===== config.mk =====
export PLATFORM = sky130hd
export DESIGN_NAME = regfile_sequencer
export DESIGN_NICKNAME = d
export VERILOG_FILES = /design/src/rtl/alu_regfile_defs.sv /design/src/rtl/regfile_sequencer.sv
export SDC_FILE = /design/constraint.sdc
export NUM_CORES = 1
export LEC_CHECK = 0
export CAP_MARGIN = 15
export CORE_MARGIN = 10
export CORE_UTILIZATION = 39
export CTS_BUF_LIST = sky130_fd_sc_hd__clkbuf_4 sky130_fd_sc_hd__clkbuf_8
export CTS_CLUSTER_DIAMETER = 120
export DETAILED_ROUTE_END_ITERATION = 8
export PLACE_DENSITY_LB_ADDON = 0.12
export SLEW_MARGIN = 25
export SYNTH_ARGS = -nofsm -noshare
export SYNTH_HDL_FRONTEND = slang
export SYNTH_SLANG_ARGS = --single-unit
export TNS_END_PERCENT = 20

===== constraint.sdc =====
create_clock -name Clock -period 1.85 [get_ports Clock]
set_clock_uncertainty 0.1 [all_clocks]
set_input_delay 0.185 -clock Clock [delete_from_list [all_inputs] [get_ports Clock]]
set_output_delay 0.185 -clock Clock [all_outputs]
set_load 0.005 [all_outputs]

===== src/rtl/alu_regfile_defs.sv =====
// Shared definitions for the ALU / register-file pair and its command sequencer:
// data and address widths, the ALU opcode type, the sequencer state encoding
// and the packed register-level command payload.
package alu_regfile_defs;

    localparam int unsigned REGFILE_WIDTH      = 8;
    localparam int unsigned REGFILE_ADDR_WIDTH = 3;
    localparam int unsigned ALU_OP_WIDTH       = 3;

    typedef logic [ALU_OP_WIDTH-1:0] alu_op_t;

    typedef enum logic [1:0] {
        IDLE = 2'd0,
        READ = 2'd1,
        EXEC = 2'd2,
        WB   = 2'd3
    } seq_state_t;

    // One register-level command as presented on the Cmd_* handshake
    typedef struct packed {
        logic                          load;
        alu_op_t                       op;
        logic [REGFILE_ADDR_WIDTH-1:0] src1;
        logic [REGFILE_ADDR_WIDTH-1:0] src2;
        logic [REGFILE_ADDR_WIDTH-1:0] dst;
        logic [REGFILE_WIDTH-1:0]      imm;
    } seq_cmd_t;

endpackage


===== src/rtl/regfile_sequencer.sv =====
// Command-driven initiator for a dual-read/single-write register file.
// Accepts one command per Cmd_Valid/Cmd_Ready handshake and walks it through
// READ (operand fetch), EXEC (ALU result capture) and WB (register write).
// Load commands skip straight to WB and write the immediate.
//
// Ports:
//   Clock, Reset                    clock and synchronous active-high reset
//   Cmd_Valid/Cmd_Ready             command handshake
//   Cmd_Load/Op/Src1/Src2/Dst/Imm   command fields, latched on accept
//   Read_Addr_1/2, Rd_Data_1/2      register file read ports (combinational read)
//   Rf_Write_Addr/Data/enable       register file write port
//   Alu_A/Alu_B/Alu_Op, Alu_Result  external combinational ALU
//   Done                            high during the write-back cycle
//   Result                          last written value
module regfile_sequencer
    import alu_regfile_defs::*;
#(
    parameter int unsigned DATA_WIDTH = REGFILE_WIDTH,
    parameter int unsigned ADDR_WIDTH = REGFILE_ADDR_WIDTH,
    parameter int unsigned OP_WIDTH   = ALU_OP_WIDTH
) (
    input  logic                  Clock,
    input  logic                  Reset,
    input  logic                  Cmd_Valid,
    output logic                  Cmd_Ready,
    input  logic                  Cmd_Load,
    input  logic [OP_WIDTH-1:0]   Cmd_Op,
    input  logic [ADDR_WIDTH-1:0] Cmd_Src1,
    input  logic [ADDR_WIDTH-1:0] Cmd_Src2,
    input  logic [ADDR_WIDTH-1:0] Cmd_Dst,
    input  logic [DATA_WIDTH-1:0] Cmd_Imm,
    output logic [ADDR_WIDTH-1:0] Read_Addr_1,
    output logic [ADDR_WIDTH-1:0] Read_Addr_2,
    input  logic [DATA_WIDTH-1:0] Rd_Data_1,
    input  logic [DATA_WIDTH-1:0] Rd_Data_2,
    output logic [ADDR_WIDTH-1:0] Rf_Write_Addr,
    output logic [DATA_WIDTH-1:0] Rf_Write_Data,
    output logic                  Rf_Write_enable,
    output logic [DATA_WIDTH-1:0] Alu_A,
    output logic [DATA_WIDTH-1:0] Alu_B,
    output logic [OP_WIDTH-1:0]   Alu_Op,
    input  logic [DATA_WIDTH-1:0] Alu_Result,
    output logic                  Done,
    output logic [DATA_WIDTH-1:0] Result
);

    seq_state_t state;
    seq_state_t next_state;
    logic       accept;

    logic                  load_q;
    logic [OP_WIDTH-1:0]   op_q;
    logic [ADDR_WIDTH-1:0] dst_q;
    logic [DATA_WIDTH-1:0] imm_q;
    logic [DATA_WIDTH-1:0] result_q;

    // State register
    always_ff @(posedge Clock) begin
        if (Reset) begin
            state <= IDLE;
        end else begin
            state <= next_state;
        end
    end

    // Next state and handshake/strobe outputs; Reset gates the strobes so a
    // reset landing in WB suppresses the write in that same cycle.
    always_comb begin
        next_state      = state;
        accept          = 1'b0;
        Cmd_Ready       = 1'b0;
        Rf_Write_enable = 1'b0;
        Done            = 1'b0;
        case (state)
            IDLE: begin
                Cmd_Ready = !Reset;
                if (Cmd_Valid && !Reset) begin
                    accept     = 1'b1;
                    next_state = Cmd_Load ? WB : READ;
                end
            end
            READ: next_state = EXEC;
            EXEC: next_state = WB;
            WB: begin
                Rf_Write_enable = !Reset;
                Done            = !Reset;
                next_state      = IDLE;
            end
            default: next_state = IDLE;
        endcase
    end

    // Command latch and operand/result datapath
    always_ff @(posedge Clock) begin
        if (Reset) begin
            load_q      <= 1'b0;
            op_q        <= '0;
            dst_q       <= '0;
            imm_q       <= '0;
            result_q    <= '0;
            Read_Addr_1 <= '0;
            Read_Addr_2 <= '0;
            Alu_A       <= '0;
            Alu_B       <= '0;
            Alu_Op      <= '0;
            Result      <= '0;
        end else begin
            if (accept) begin
                load_q <= Cmd_Load;
                op_q   <= Cmd_Op;
                dst_q  <= Cmd_Dst;
                imm_q  <= Cmd_Imm;
                // Read addresses double as the latched sources; loads leave them untouched
                if (!Cmd_Load) begin
                    Read_Addr_1 <= Cmd_Src1;
                    Read_Addr_2 <= Cmd_Src2;
                end
            end
            if (state == READ) begin
                Alu_A  <= Rd_Data_1;
                Alu_B  <= Rd_Data_2;
                Alu_Op <= op_q;
            end
            if (state == EXEC) begin
                result_q <= Alu_Result;
            end
            if (state == WB) begin
                Result <= Rf_Write_Data;
            end
        end
    end

    assign Rf_Write_Addr = dst_q;
    assign Rf_Write_Data = load_q ? imm_q : result_q;

endmodule


Yosys cells after proc, flatten, opt, wreduce, memory -nomap -nowiden
Cells that the tools add are included.
{ "totals": {"ff_bits": 58, "input_bits": 48} }
{ "op_classes": {"eq_ne": 4, "mux": 8, "bitwise": 1, "n_reduce_logical": 4} }
{ "op_table": {"columns": ["op", "n"], "rows": [
  ["$mux W8", 1],
  ["$pmux W2 S4", 1],
  ["$eq A2 B2 Y1 const B", 2],
  ["$mux W1", 4],
  ["$mux W2", 2],
  ["$eq A2 B1 Y1 const B", 1],
  ["$logic_not A2 Y1", 1],
  ["$ne A2 B2 Y1 const B", 1],
  ["$reduce_and A2 Y1", 1],
  ["$logic_and A1 B1 Y1", 1],
  ["$logic_not A1 Y1", 1],
  ["$not A1 Y1", 1]
]} }

Depth between registers and ports, before layout
{ "logic_depth": {"depth_word": 5, "depth_mapped": 6, "depth_no_buf": 4} }

Worst setup path after synthesis
OpenSTA, ideal clock, no wires.
{ "synth_timing": {"path_kind": "register to register", "startpoint": "register state[0]", "endpoint": "register dst_q[0] (netlist: Rf_Write_Addr[0])", "setup_time_ns": 0.121, "arrival_ns": 1.304, "required_time_ns": 1.629, "setup_slack_ns": 0.325, "stages_incl_launch_ff": 6, "path_buffers": 1, "period_less_slack_ns": 1.525, "path_cell_list": "dfxtp_1 > inv_1 > ha_1 > nand3b_4 > buf_6 > mux2_4"} }
{ "synth_via": {"elab_chain_len": 2} }
{ "synth_lines": {"columns": ["element", "line_no", "rtl"], "rows": [
  ["start: declaration", "regfile_sequencer.sv:47", "seq_state_t state;"],
  ["start signal: assignment", "regfile_sequencer.sv:62", "state <= next_state;"],
  ["$logic_not A2 Y1", "regfile_sequencer.sv:74", "case (state)"],
  ["$mux W1", "regfile_sequencer.sv:74", null],
  ["end signal: assignment", "regfile_sequencer.sv:111", "dst_q <= Cmd_Dst;"],
  ["end: declaration", "regfile_sequencer.sv:53", "logic [ADDR_WIDTH-1:0] dst_q;"]
]} }
Every way passes these cells.
A chain may end at the register's enable or synchronous reset.

Worst setup path in the final report
{ "layout_timing": {"startpoint": "register load_q", "endpoint": "output Rf_Write_Data[3]"} }
{ "layout_via": {"elab_chain_len": 1} }
{ "layout_lines": {"columns": ["element", "line_no", "rtl"], "rows": [
  ["start: declaration", "regfile_sequencer.sv:51", "logic load_q;"],
  ["start signal: assignment", "regfile_sequencer.sv:109", "load_q <= Cmd_Load;"],
  ["$mux W8", "regfile_sequencer.sv:134", "assign Rf_Write_Data = load_q ? imm_q : result_q;"],
  ["end: declaration", "regfile_sequencer.sv:37", "output logic [DATA_WIDTH-1:0] Rf_Write_Data,"]
]} }
Every way passes these cells.

==> key figures <==
Die
  – Die Y: 99.20 um
  – I/O pin count: 95
  – Starting Density: between 40 and 50%
  – Core box area: 5991 um2
  – Row count: 28
  – Die W: 99.20 um
  – Die area: 9840 um2

Cells and area
  – Ratio of cells with drive above 1 in the final layout: between 20 and 25%
  – Finished Cell Area: 3650 um2
  – ANT cells: 0
  – Syn-to-layout area delta: 49.21%
  – # nets final: 364
  – Fill count: 527
  – Multi-input gate area: 1200 um2
  – Register area: 1164 um2

Global routing
  – Largest net degree at the start of global routing: 36
  – Grt total ovfl: 0
  – Global-route wire length before repair: 10170 um
  – Initial antenna violation count: 0
  – Vias in the first global route: between 1500 and 2000
  – Gr usage total: 13.01%

Pwr
  – Pwr Total: 3.959 mW
  – Worst IR drop on VDD: 0.4723 mV
  – P per Cell Area: 1085 nW/um2
  – Pleak: 1.515 nW

Placed design
  – Port bufs: 94
  – Final HPWL DP: 4607 um
  – Placed Area: 3463 um2
  – GP Congestion: about 0.71

Timing
  – Fin. Hold Viols: 0
  – Worst Tran Pin Value: 0.3700 ns
  – Setup_tns: 0 ns
  – Final Setup Violations: 0
  – Fmax: 0.5781 GHz
  – RSZ-0062 raised after global routing: no
  – Crit share post-route: 93.50%
  – Fin crit period: 1.730 ns
  – Worst slew margin: 75.33%
  – Final Max Tran Viols: 0
  – Hold_ws: 0.2607 ns

Run
  – Max_cap viols: 0

Worst setup path
  – CP Capture Type: output port
  – Setup CP Type: reg2out
  – Reg2reg start: state[1]$_SDFFE_PP0P_
  – Critical-path maximum fanout: 9
  – Critical Path Source Type: register
  – Crit. Startpoint: load_q$_SDFFE_PP0P_
  – Worst Path Required: 1.56 ns
  – Reg2Reg Setup Slack: 0.37 ns
  – Reg2Reg Depth: 4
  – Reg2reg end: imm_q[2]$_SDFFE_PP0P_
  – Worst Path Arrival: between 1 and 1.5 ns

Clock tree
  – CTS tree: built
  – Clk Latency, worst-skew pair: 0.34 ns
  – Root buf cell: clkbuf_8
  – # H-tree levels: 3
  – Clock Path Buffers: 2
  – Clock-pin transition on the worst setup and hold timing paths: 0.07 ns
  – Clk sinks: 58
  – CTS Buf Count: 9

Route
  – Drt first pass iters: 4
  – Via count: 1828
  – Routed WL: 6282 um
  – # DRC: 0
  – Wirelength per Cell: 16.07 um
  – Antenna viol nets, final: 0
  – Routed vias/inst: about 4.7
  – DRT iter0 DRCs: 60

Synth
  – Top cells by area, synth: dfxtp_1, mux2i_1, mux2_4
  – Synth Flop Type: dfxtp_1
  – Post-synthesis cell count: 212
  – Syn Nets: 265
  – Cell Area, Synth: about 2400 um2
  – Yosys top cell area share: 47.47%
  – Synth unique cells: 21
  – Cell with the most instances after synthesis: dfxtp_1
  – Mean post-synth cell area: 11.54 um2
  – Post-synthesis sequential area ratio: 47.47%
  – YS warnings: 0
  – Asr flop ratio synth: 0%
  – Top cells by count, synth: dfxtp_1, nor2_1, mux2i_1, nor2b_1, mux2_4
  – EDFF count, synth: 0
  – #FFs+latches synth: 58
  – Area leader, netlist: dfxtp_1

Status
  – Status: finished, final reports clean

Min path
  – Hold Crit Depth: 3
  – Worst Hold Endpoint: result_q[5]$_SDFFE_PP0N_
  – HP Class: in2reg
  – Hold_sp: Reset
-- worst max-delay path, cell delays in order (launching register included) --
cell and delay, ns:
dfxtp_1 0.32, buf_6 0.15, mux2_2 0.37, dlygate4sd2_1 0.28
-- timing repair --
action | in CTS | in global routing
resized for setup | 19 | 0
endpoints found under the setup margin | 11 | 0
buffers inserted | 0 | 0
hold buffers | 0 | 0
-- sequential cells by signal (all words and copies together), names as in the netlist --
signal	cells
op_q	3
load_q	1
Result	8
Read_Addr_2	3
state	2
Read_Addr_1	3
imm_q	8
Rf_Write_Addr	3
Alu_B	8
Alu_Op	3
result_q	8
Alu_A	8
-- per-layer routing --
metal / wire [um] / part of all wire [%] / track usage, % / vias up
li1: - / - / - / 915
met1: 2924 / 47 / 15.20 / 836
met2: 2725 / 43 / 19.49 / 70
met3: 556 / 8.9 / 6.505 / 7
met4: 76 / 1.2 / 5.954 / 0
met5: 0 / 0 / 0 / -
-- power breakdown --
| part | total (mW) | internal [mW] | switching (mW) | leakage (nW) |
|---|---|---|---|---|
| Clock | 1.04 | 0.521 | 0.516 | 0.0847 |
| Sequential | 1.58 | 1.47 | 0.110 | 0.474 |
| Combinational | 1.34 | 0.818 | 0.525 | 0.956 |
| Total | 3.96 | 2.81 | 1.15 | 1.51 |
-- layout by cell type (no fill, tap or decap), types with 2 or more instances in the layout --
cell,synthesis,final
clkdlybuf4s50_1,0,82
dfxtp_1,58,56
mux2i_1,28,28
nor2_1,29,28
nor2b_1,22,22
mux2_4,15,15
mux2_2,13,13
dlygate4sd2_1,0,11
clkbuf_8,0,10
o21ba_2,8,8
o21a_1,8,8
buf_4,4,6
ha_1,5,4
clkinvlp_4,0,3
inv_2,0,2
nor3b_1,2,2
a211oi_1,2,2
clkinv_2,0,2
dfxtp_2,0,2
-- stage by stage --
stage | util [%] | cells | setup WS [ns]
finish | 60.92 | 391 | 0.1202
global route | 60.92 | 391 | 0.05168
global placement | 57.81 | 375 | 0.1430
CTS | 60.92 | 391 | 0.09031
detailed placement | 57.81 | 375 | 0.09629
floorplan | - | 212 | 0.3246
-- layout make-up --
cell class	instances	share of cell area [%]
Multi-Input combinational cell	136	32.88
Sequential cell	58	31.88
Timing Repair Buffer	102	27.36
Clock buffer	10	3.771
Tap cell	75	2.571
Clock inverter	6	1.131
Inverter	4	0.4114
-- how the worst max path moves through the flow --
stage	endpoint	cells past startpoint
global placement	Cmd_Ready	4
finish	Rf_Write_Data[3]	3
detailed placement	Cmd_Ready	4
floorplan	Rf_Write_Addr[0]$_SDFFE_PP0P_	5
global route	Rf_Write_Data[2]	3
CTS	Rf_Write_Data[3]	3
-- cell families (layout without fill, tap and decap cells) --
family,after synthesis,count (layout),synth area share (%)
flip-flops,58,58,47.47
adder cells (fa/ha/maj),5,5,2.558
multiplexers,56,56,26.65
AND/OR/NAND/NOR,56,56,12.28
AO/OA/AOI/OAI,19,19,6.956
buffers and inverters,18,122,4.092
Power figures use the tool's default switching activity.
